==> config.mk <==
export PLATFORM = sky130hd
export DESIGN_NAME = rr_decode_arbiter
export DESIGN_NICKNAME = d
export VERILOG_FILES = /design/src/rtl/arb_pkg.sv /design/src/rtl/decoder.sv /design/src/rtl/rr_decode_arbiter.sv
export SDC_FILE = /design/constraint.sdc
export NUM_CORES = 1
export LEC_CHECK = 0
export ABC_AREA = 1
export CORE_MARGIN = 8
export CORE_UTILIZATION = 54
export DETAILED_ROUTE_END_ITERATION = 10
export PLACE_DENSITY_LB_ADDON = 0.1
export SLEW_MARGIN = 10
export SYNTH_ARGS = -nofsm -noshare
export SYNTH_HDL_FRONTEND = slang
export SYNTH_SLANG_ARGS = --single-unit
==> constraint.sdc <==
create_clock -name clk -period 2.9 [get_ports clk]
set_input_delay 0.58 -clock clk [delete_from_list [all_inputs] [get_ports clk]]
set_output_delay 0.58 -clock clk [all_outputs]
set_load 0.02 [all_outputs]
==> src/rtl/arb_pkg.sv <==
// Shared encodings for the round-robin arbiter: state values, requester count
// and the priority-pointer reset value.
package arb_pkg;

  typedef enum logic {
    ARB_IDLE  = 1'b0,
    ARB_GRANT = 1'b1
  } arb_state_t;

  localparam int ARB_N     = 4;
  localparam int ARB_IDX_W = 2;

  // Requester 0 is searched first after reset because the search starts at last+1.
  localparam logic [ARB_IDX_W-1:0] ARB_LAST_RST = 2'b11;

endpackage

==> src/rtl/decoder.sv <==
// 2-to-4 decoder with enable.
// D is one-hot at position A while E is high, and all zeros otherwise.
module decoder (
  input  logic [1:0] A,
  input  logic       E,
  output logic [3:0] D
);

  for (genvar gi = 0; gi < 4; gi++) begin : g_dec
    assign D[gi] = E && (A == 2'(gi));
  end

endmodule

==> src/rtl/rr_decode_arbiter.sv <==
// Four-requester round-robin arbiter with a registered grant index and enable,
// decoded to a one-hot grant. Optional hold timeout is enabled with ARB_TIMEOUT_EN.
module rr_decode_arbiter
  import arb_pkg::*;
#(
  parameter int HOLD_MAX = 16
) (
  input  logic                 clk,
  input  logic                 rst_n,
  input  logic [ARB_N-1:0]     req,
  output logic [ARB_IDX_W-1:0] gnt_idx,
  output logic                 gnt_en,
  output logic [ARB_N-1:0]     gnt,
  output logic                 expired
);

  // Returns {found, idx}: the first set mask bit in order start+1, +2, +3, start.
  function automatic logic [ARB_IDX_W:0] find_next(input logic [ARB_N-1:0] mask,
                                                   input logic [ARB_IDX_W-1:0] start);
    logic [ARB_IDX_W-1:0] idx;
    find_next = '0;
    for (int i = ARB_N; i >= 1; i--) begin
      idx = start + ARB_IDX_W'(i);
      if (mask[idx]) find_next = {1'b1, idx};
    end
  endfunction

  arb_state_t           state_reg;
  logic [ARB_IDX_W-1:0] gnt_idx_reg;
  logic [ARB_IDX_W-1:0] last_reg;
  logic                 expired_reg;

  logic [ARB_IDX_W:0]   idle_win;
  logic [ARB_IDX_W:0]   release_win;
  logic                 owner_req;

  assign idle_win    = find_next(req, last_reg);
  assign release_win = find_next(req, gnt_idx_reg);
  assign owner_req   = req[gnt_idx_reg];

`ifdef ARB_TIMEOUT_EN
  localparam logic [7:0] HOLD_LAST = 8'(HOLD_MAX - 1);

  logic [7:0]           hold_cnt_reg;
  logic [ARB_N-1:0]     other_req;
  logic [ARB_IDX_W:0]   timeout_win;

  // Excluding the owner means a timeout can never re-grant the same requester.
  assign other_req   = req & ~(ARB_N'(1) << gnt_idx_reg);
  assign timeout_win = find_next(other_req, gnt_idx_reg);
`endif

  always_ff @(posedge clk or negedge rst_n) begin
    if (!rst_n) begin
      state_reg    <= ARB_IDLE;
      gnt_idx_reg  <= '0;
      last_reg     <= ARB_LAST_RST;
      expired_reg  <= 1'b0;
`ifdef ARB_TIMEOUT_EN
      hold_cnt_reg <= '0;
`endif
    end else begin
      expired_reg <= 1'b0;
      case (state_reg)
        ARB_IDLE: begin
          if (idle_win[ARB_IDX_W]) begin
            state_reg   <= ARB_GRANT;
            gnt_idx_reg <= idle_win[ARB_IDX_W-1:0];
            last_reg    <= idle_win[ARB_IDX_W-1:0];
`ifdef ARB_TIMEOUT_EN
            hold_cnt_reg <= '0;
`endif
          end
        end
        ARB_GRANT: begin
          if (!owner_req) begin
            if (release_win[ARB_IDX_W]) begin
              gnt_idx_reg <= release_win[ARB_IDX_W-1:0];
              last_reg    <= release_win[ARB_IDX_W-1:0];
`ifdef ARB_TIMEOUT_EN
              hold_cnt_reg <= '0;
`endif
            end else begin
              state_reg <= ARB_IDLE;
            end
          end
`ifdef ARB_TIMEOUT_EN
          else if (hold_cnt_reg == HOLD_LAST && timeout_win[ARB_IDX_W]) begin
            gnt_idx_reg  <= timeout_win[ARB_IDX_W-1:0];
            last_reg     <= timeout_win[ARB_IDX_W-1:0];
            hold_cnt_reg <= '0;
            expired_reg  <= 1'b1;
          end else if (hold_cnt_reg != HOLD_LAST) begin
            hold_cnt_reg <= hold_cnt_reg + 8'd1;
          end
`endif
        end
        default: state_reg <= ARB_IDLE;
      endcase
    end
  end

  assign gnt_idx = gnt_idx_reg;
  assign gnt_en  = (state_reg == ARB_GRANT);
`ifdef ARB_TIMEOUT_EN
  assign expired = expired_reg;
`else
  assign expired = 1'b0;
`endif

  decoder u_dec (
    .A (gnt_idx),
    .E (gnt_en),
    .D (gnt)
  );

endmodule

==> results of run 1 <==
## cell families after synthesis
logic type,count (synthesis)
buf+inv,24
fa+ha+maj,4
compound gates,9
other cells,1
flops,5
simple gates,85
## worst min-delay path by stage
stage	cells past startpoint	slack, ns	start	end
6_report	1	0.55	rst_n	gnt_idx[0]
3_5_place_dp	2	0.55	last_reg[0]	last_reg[0]
3_3_place_gp	2	0.56	last_reg[0]	last_reg[0]
4_1_cts	1	0.55	rst_n	gnt_idx[0]
2_1_floorplan	0	0.28	rst_n	gnt_en
5_1_grt	1	0.56	rst_n	gnt_idx[0]
## final cells by class
class	count	share of cell area
multi-input combinational	99	0.565
clock buffer	4	0.0305
sequential	5	0.148
inverter	20	0.0958
tap	15	0.0218
timing repair buffer	12	0.139
## cells in the final DEF (no fill, tap or decap)
| cell | n |
|---|---|
| nand4_1 | 1 |
| ha_1 | 4 |
| o21ai_1 | 3 |
| clkdlybuf4s50_1 | 12 |
| nand2_2 | 2 |
| clkbuf_4 | 3 |
| nand3_1 | 14 |
| nor2_1 | 3 |
| nand2_1 | 60 |
| inv_6 | 1 |
| o21ai_0 | 2 |
| nor2_4 | 1 |
| inv_1 | 18 |
| nand3_2 | 1 |
| dfstp_2 | 2 |
| a21oi_4 | 1 |
| clkbuf_1 | 1 |
| a21boi_0 | 1 |
| a21oi_1 | 2 |
| inv_4 | 1 |
| conb_1 | 1 |
| dfrtp_1 | 3 |
| nor3_2 | 1 |
| and2_4 | 2 |
## per-layer routing
layer | vias to the layer above | part of all wire | track usage | wire (um)
met4 | 0 | 0.015 | 0.0517 | 25
li1 | 415 | - | - | -
met3 | 4 | 0.058 | 0.0170 | 96
met2 | 25 | 0.49 | 0.219 | 801
met1 | 335 | 0.44 | 0.155 | 722
met5 | - | 0 | 0 | 0
## per-stage QoR
stage | power (uW) | hold WS (ns) | instance area [um2] | instances | utilization
floorplan | 857 | 0.284 | 732 | 128 | -
CTS | 1140 | 0.554 | 862 | 155 | 0.671
finish | 1130 | 0.548 | 862 | 155 | 0.671
global placement | 1040 | 0.558 | 836 | 151 | 0.650
global route | 1270 | 0.560 | 862 | 155 | 0.671
detailed placement | 1050 | 0.548 | 836 | 151 | 0.650
## worst register-to-register path: stages, from the launching register on
cell     delay [ns]
dfrtp_1        0.61
inv_6          0.08
ha_1           0.33
nand3_1        0.10
nand2_1        0.08
nand2_1        0.05
nand2_1        0.05
nand2_1        0.04
nand2_1        0.06
nand2_1        0.05
nand3_1        0.09
o21ai_0        0.08
## report_power, final
group,internal [uW],switching [uW]
logic,336,514
registers,118,80.3
clock network,52.4,34.2
total,506,628
==> flow_metrics.tcl, run 1 <==
set metrics [dict create \
    outcome "finished, final reports clean" \
    maxCapViolCount 0 \
    routedWlPerCell_um 10.6 \
    ys_ff_latch 5 \
    ys.flop_type "dfrtp_1" \
    dr.pass1.iters 4 \
    fmax_ghz 0.422 \
    port-buffer-count 12 \
    diodes 0 \
    htree_levels 1 \
    vias 779 \
    slowest_stage "clkdlybuf4s50_1" \
    ios 14 \
    multi_input_area_um2 487 \
    skew_ns 0.00422 \
    cpPeakStageDelay_ns 0.59 \
    grt_pass1_vias 645 \
    synth_cell_type_count 24 \
    numCtsBuffers 3 \
    num-fill-cells 121 \
    core_area_um2 1280 \
    drtAntennaViolNets 0 \
    globalplace.congestion 0.774 \
    synth_edf_count 0 \
    r2r-end "gnt_idx[1]" \
    crit_end "gnt[2]" \
    cp.required_ns 2.32 \
    worst_slack_ns 0.531 \
    synth.top_cell.area_share 0.308 \
    powerDensity_nw_per_um2 1320 \
    start_util 0.570 \
    reg2reg_slack_ns 1.16 \
    nets 151 \
    setup_viol 0 \
    die_x_um 52.8 \
    cts_sinks 5 \
    leakagePower_uw 0.000508 \
    synthCells 128 \
    syn_nets 138 \
    yosys-top-cells-area "nand2_1, dfrtp_1, nand3_1" \
    hpwl_mm 1.31 \
    overflow 0 \
    rows 13 \
    worstSetupStartpointType "flip-flop" \
    crit_chain "inv_6 -> ha_1 -> nand2_1 -> inv_1 -> clkdlybuf4s50_1" \
    grt_pass1_wl_mm 2.80 \
    cp-startpoint "gnt_idx[0]" \
    worstPathArrival_ns 1.79 \
    grt_max_degree 12 \
    path_max_fanout 11 \
    end_kind "output pin" \
    synthSimpleGateAreaFrac 0.511 \
    synth.most_common_cell "nand2_1" \
    ctsResizeCount 0 \
    peakVddDrop_v 0.000764 \
    cts-root-buf "clkbuf_4" \
    fin_tns_setup_ns 0 \
    hold_class "in -> async" \
    synth_top_family_by_area "simple AND/OR/NAND/NOR gates" \
    track_usage 0.128 \
    synth_compound_area_frac 0.0803 \
    synth_xor_area_frac 0 \
    postCtsSetupRepairBufs 0 \
    drive_gt1_frac 0.107 \
    drc 0 \
    crit_type "reg -> out" \
    antenna_found_initial 0 \
    area_growth_syn_to_layout_pct 17.8 \
    finalCritPeriodShare 0.817 \
    clkLatencyLatePin_ns 0.25 \
    reg2reg_depth 11 \
    die_area_um2 2790 \
    hold_viol_final 0 \
    vias_per_cell 5.03 \
    fin_crit_ns 2.37 \
    synth_common_cells "nand2_1, inv_1, nand3_1" \
    syn_area_per_cell_um2 5.72 \
    cts.clk_slew.worst_paths_ns 0.05 \
    r2r_start "gnt_idx[0]" \
    synth_fa_ha_area_frac 0.0684 \
    synth-seq-area-share 0.174 \
    tritoncts "built" \
    cp_num_cells 5 \
    dp_slack_ns 0.798 \
    finalWirelength_mm 1.65 \
    async_flop_share 1.00 \
    muxShareOfSynthArea 0 \
    syn_area_um2 732 \
    yosys.area.top_type "nand2_1" \
    yosys_warnings 0 \
    maxSlewViolCount 0 \
    critPathBufInv 3 \
    fp.dieH_um 52.8 \
    drt-initial-drc-count 22 \
    crit_family "buffers and inverters" \
    regArea_um2 128 \
    rsz0062_at_grt "false" \
    postCtsHoldBufs 0 \
    cts.path.max_buffers 2 \
]
(Power assumes the default switching activity.)
==> run 2, diff against run 1 <==
- CORE_UTILIZATION: 54 -> 50
- clock period: 2.9 -> 2.2 ns (I/O delays scaled with it)
==> flow_metrics.tcl, run 2 (synthesis results as in run 1) <==
set metrics [dict create \
    crit_chain "ha_1 -> nand2_1 -> inv_1 -> clkdlybuf4s50_1" \
    crit_family "buffers and inverters" \
    finalWirelength_mm 1.66 \
    tritoncts "built" \
    hold_viol_final 0 \
    cts_sinks 5 \
    diodes 0 \
    postCtsHoldBufs 0 \
    vias_per_cell 5.19 \
    cpPeakStageDelay_ns 0.59 \
    clkLatencyLatePin_ns 0.24 \
    crit_type "reg -> out" \
    p_sw_uw 825 \
    fin_tns_setup_ns 0 \
    die_x_um 54.3 \
    vias 810 \
    hpwl_mm 1.37 \
    fin_crit_ns 2.06 \
    hold_slack_ns 0.414 \
    start_util 0.510 \
    htree_levels 1 \
    cts.clk_slew.worst_paths_ns 0.04 \
    track_usage 0.126 \
    core_area_um2 1440 \
    p_int_uw 663 \
    path_max_fanout 11 \
    worst_slack_ns 0.143 \
    nets 151 \
    dr.pass1.iters 4 \
    dp_slack_ns 0.226 \
    grt_pass1_vias 734 \
    port-buffer-count 12 \
    clkPwrFrac 0.070 \
    skew_ns 0.000643 \
    cp.required_ns 1.76 \
    layout_common_cells "nand2_1, inv_1, nand3_1" \
    pwr-share-seq 0.177 \
    routedWlPerCell_um 10.6 \
    die_area_um2 2940 \
    area_growth_syn_to_layout_pct 19.1 \
    maxCapViolCount 0 \
    grt_max_degree 12 \
    cp-startpoint "gnt_idx[0]" \
    drtAntennaViolNets 0 \
    hold_class "in -> async" \
    leakagePower_uw 0.000548 \
    overflow 0 \
    powerDensity_nw_per_um2 1710 \
    worstPathArrival_ns 1.62 \
    final_common_cell "nand2_1" \
    combPwrFrac 0.753 \
    cts-root-buf "clkbuf_4" \
    slowest_stage "clkdlybuf4s50_1" \
    critPathBufInv 2 \
    outcome "finished, final reports clean" \
    drc 0 \
    r2r_start "gnt_idx[1]" \
    fp.dieH_um 54.3 \
    switching_share 0.555 \
    drive_gt1_frac 0.114 \
    drt-initial-drc-count 16 \
    peakVddDrop_v 0.000949 \
    globalplace.congestion 0.812 \
    fmax_ghz 0.486 \
    maxSlewViolCount 0 \
    worstSetupStartpointType "flip-flop" \
    finalCritPeriodShare 0.935 \
    end_kind "output pin" \
    cts.path.max_buffers 2 \
    ios 14 \
    rsz0062_at_grt "false" \
    grt_pass1_wl_mm 2.90 \
    antenna_found_initial 0 \
    rows 14 \
    numCtsBuffers 3 \
    setup_viol 0 \
]
-- run 2: changes by cell type in the layout (fill, tap and decap cells not counted) --
cell / before / now
dlymetal6s2s_1: 0 / 3
clkdlybuf4s50_1: 12 / 9
dfrtp_1: 3 / 2
dfrtp_2: 0 / 1
-- run 2: repair_timing --
item	CTS	global route
gates resized for setup	1	3
setup buffers	0	0
setup endpoints to repair	4	3
-- run 2: cell type report --
class                      count  area, um2
fill                         143        564
timing repair buffer          12        128
multi-input combinational     99        487
tap                           16       20.0
sequential                     5        129
clock buffer                   4       26.3
inverter                      20       82.6
-- run 2: routing by layer --
metal,global-route usage,up-vias,wire length [um]
li1,-,415,-
met1,0.142,366,706
met2,0.225,29,827
met3,0.0380,0,123
met4,0.0328,0,0
met5,0,-,0
-- run 2: worst paths after layout --
kind | depth (start not counted) | slack (ns) | endpoint
setup / recovery | 4 | 0.14 | gnt[3]
setup reg to reg | 10 | 0.51 | gnt_idx[0]
hold reg to reg | 2 | 0.55 | last_reg[0]
max in group asynchronous | 1 | 1.54 | last_reg[1]
hold / removal | 1 | 0.41 | gnt_idx[0]
min in group clk | 2 | 0.55 | last_reg[0]
-- run 2: power groups by stage --
stage	registers [uW]	logic, uW	clock network [uW]
floorplan	221	909	0
global placement	262	1110	0
detailed placement	263	1130	0
CTS	263	1140	108
global route	273	1300	115
finish	263	1120	104
-- run 2: per-stage QoR --
step / total power (uW) / util / std cells / cell area, um2
2_1_floorplan: 1130 / - / 128 / 732
3_3_place_gp: 1380 / 0.583 / 152 / 837
3_5_place_dp: 1390 / 0.583 / 152 / 837
4_1_cts: 1510 / 0.602 / 156 / 865
5_1_grt: 1690 / 0.607 / 156 / 872
6_report: 1490 / 0.607 / 156 / 872
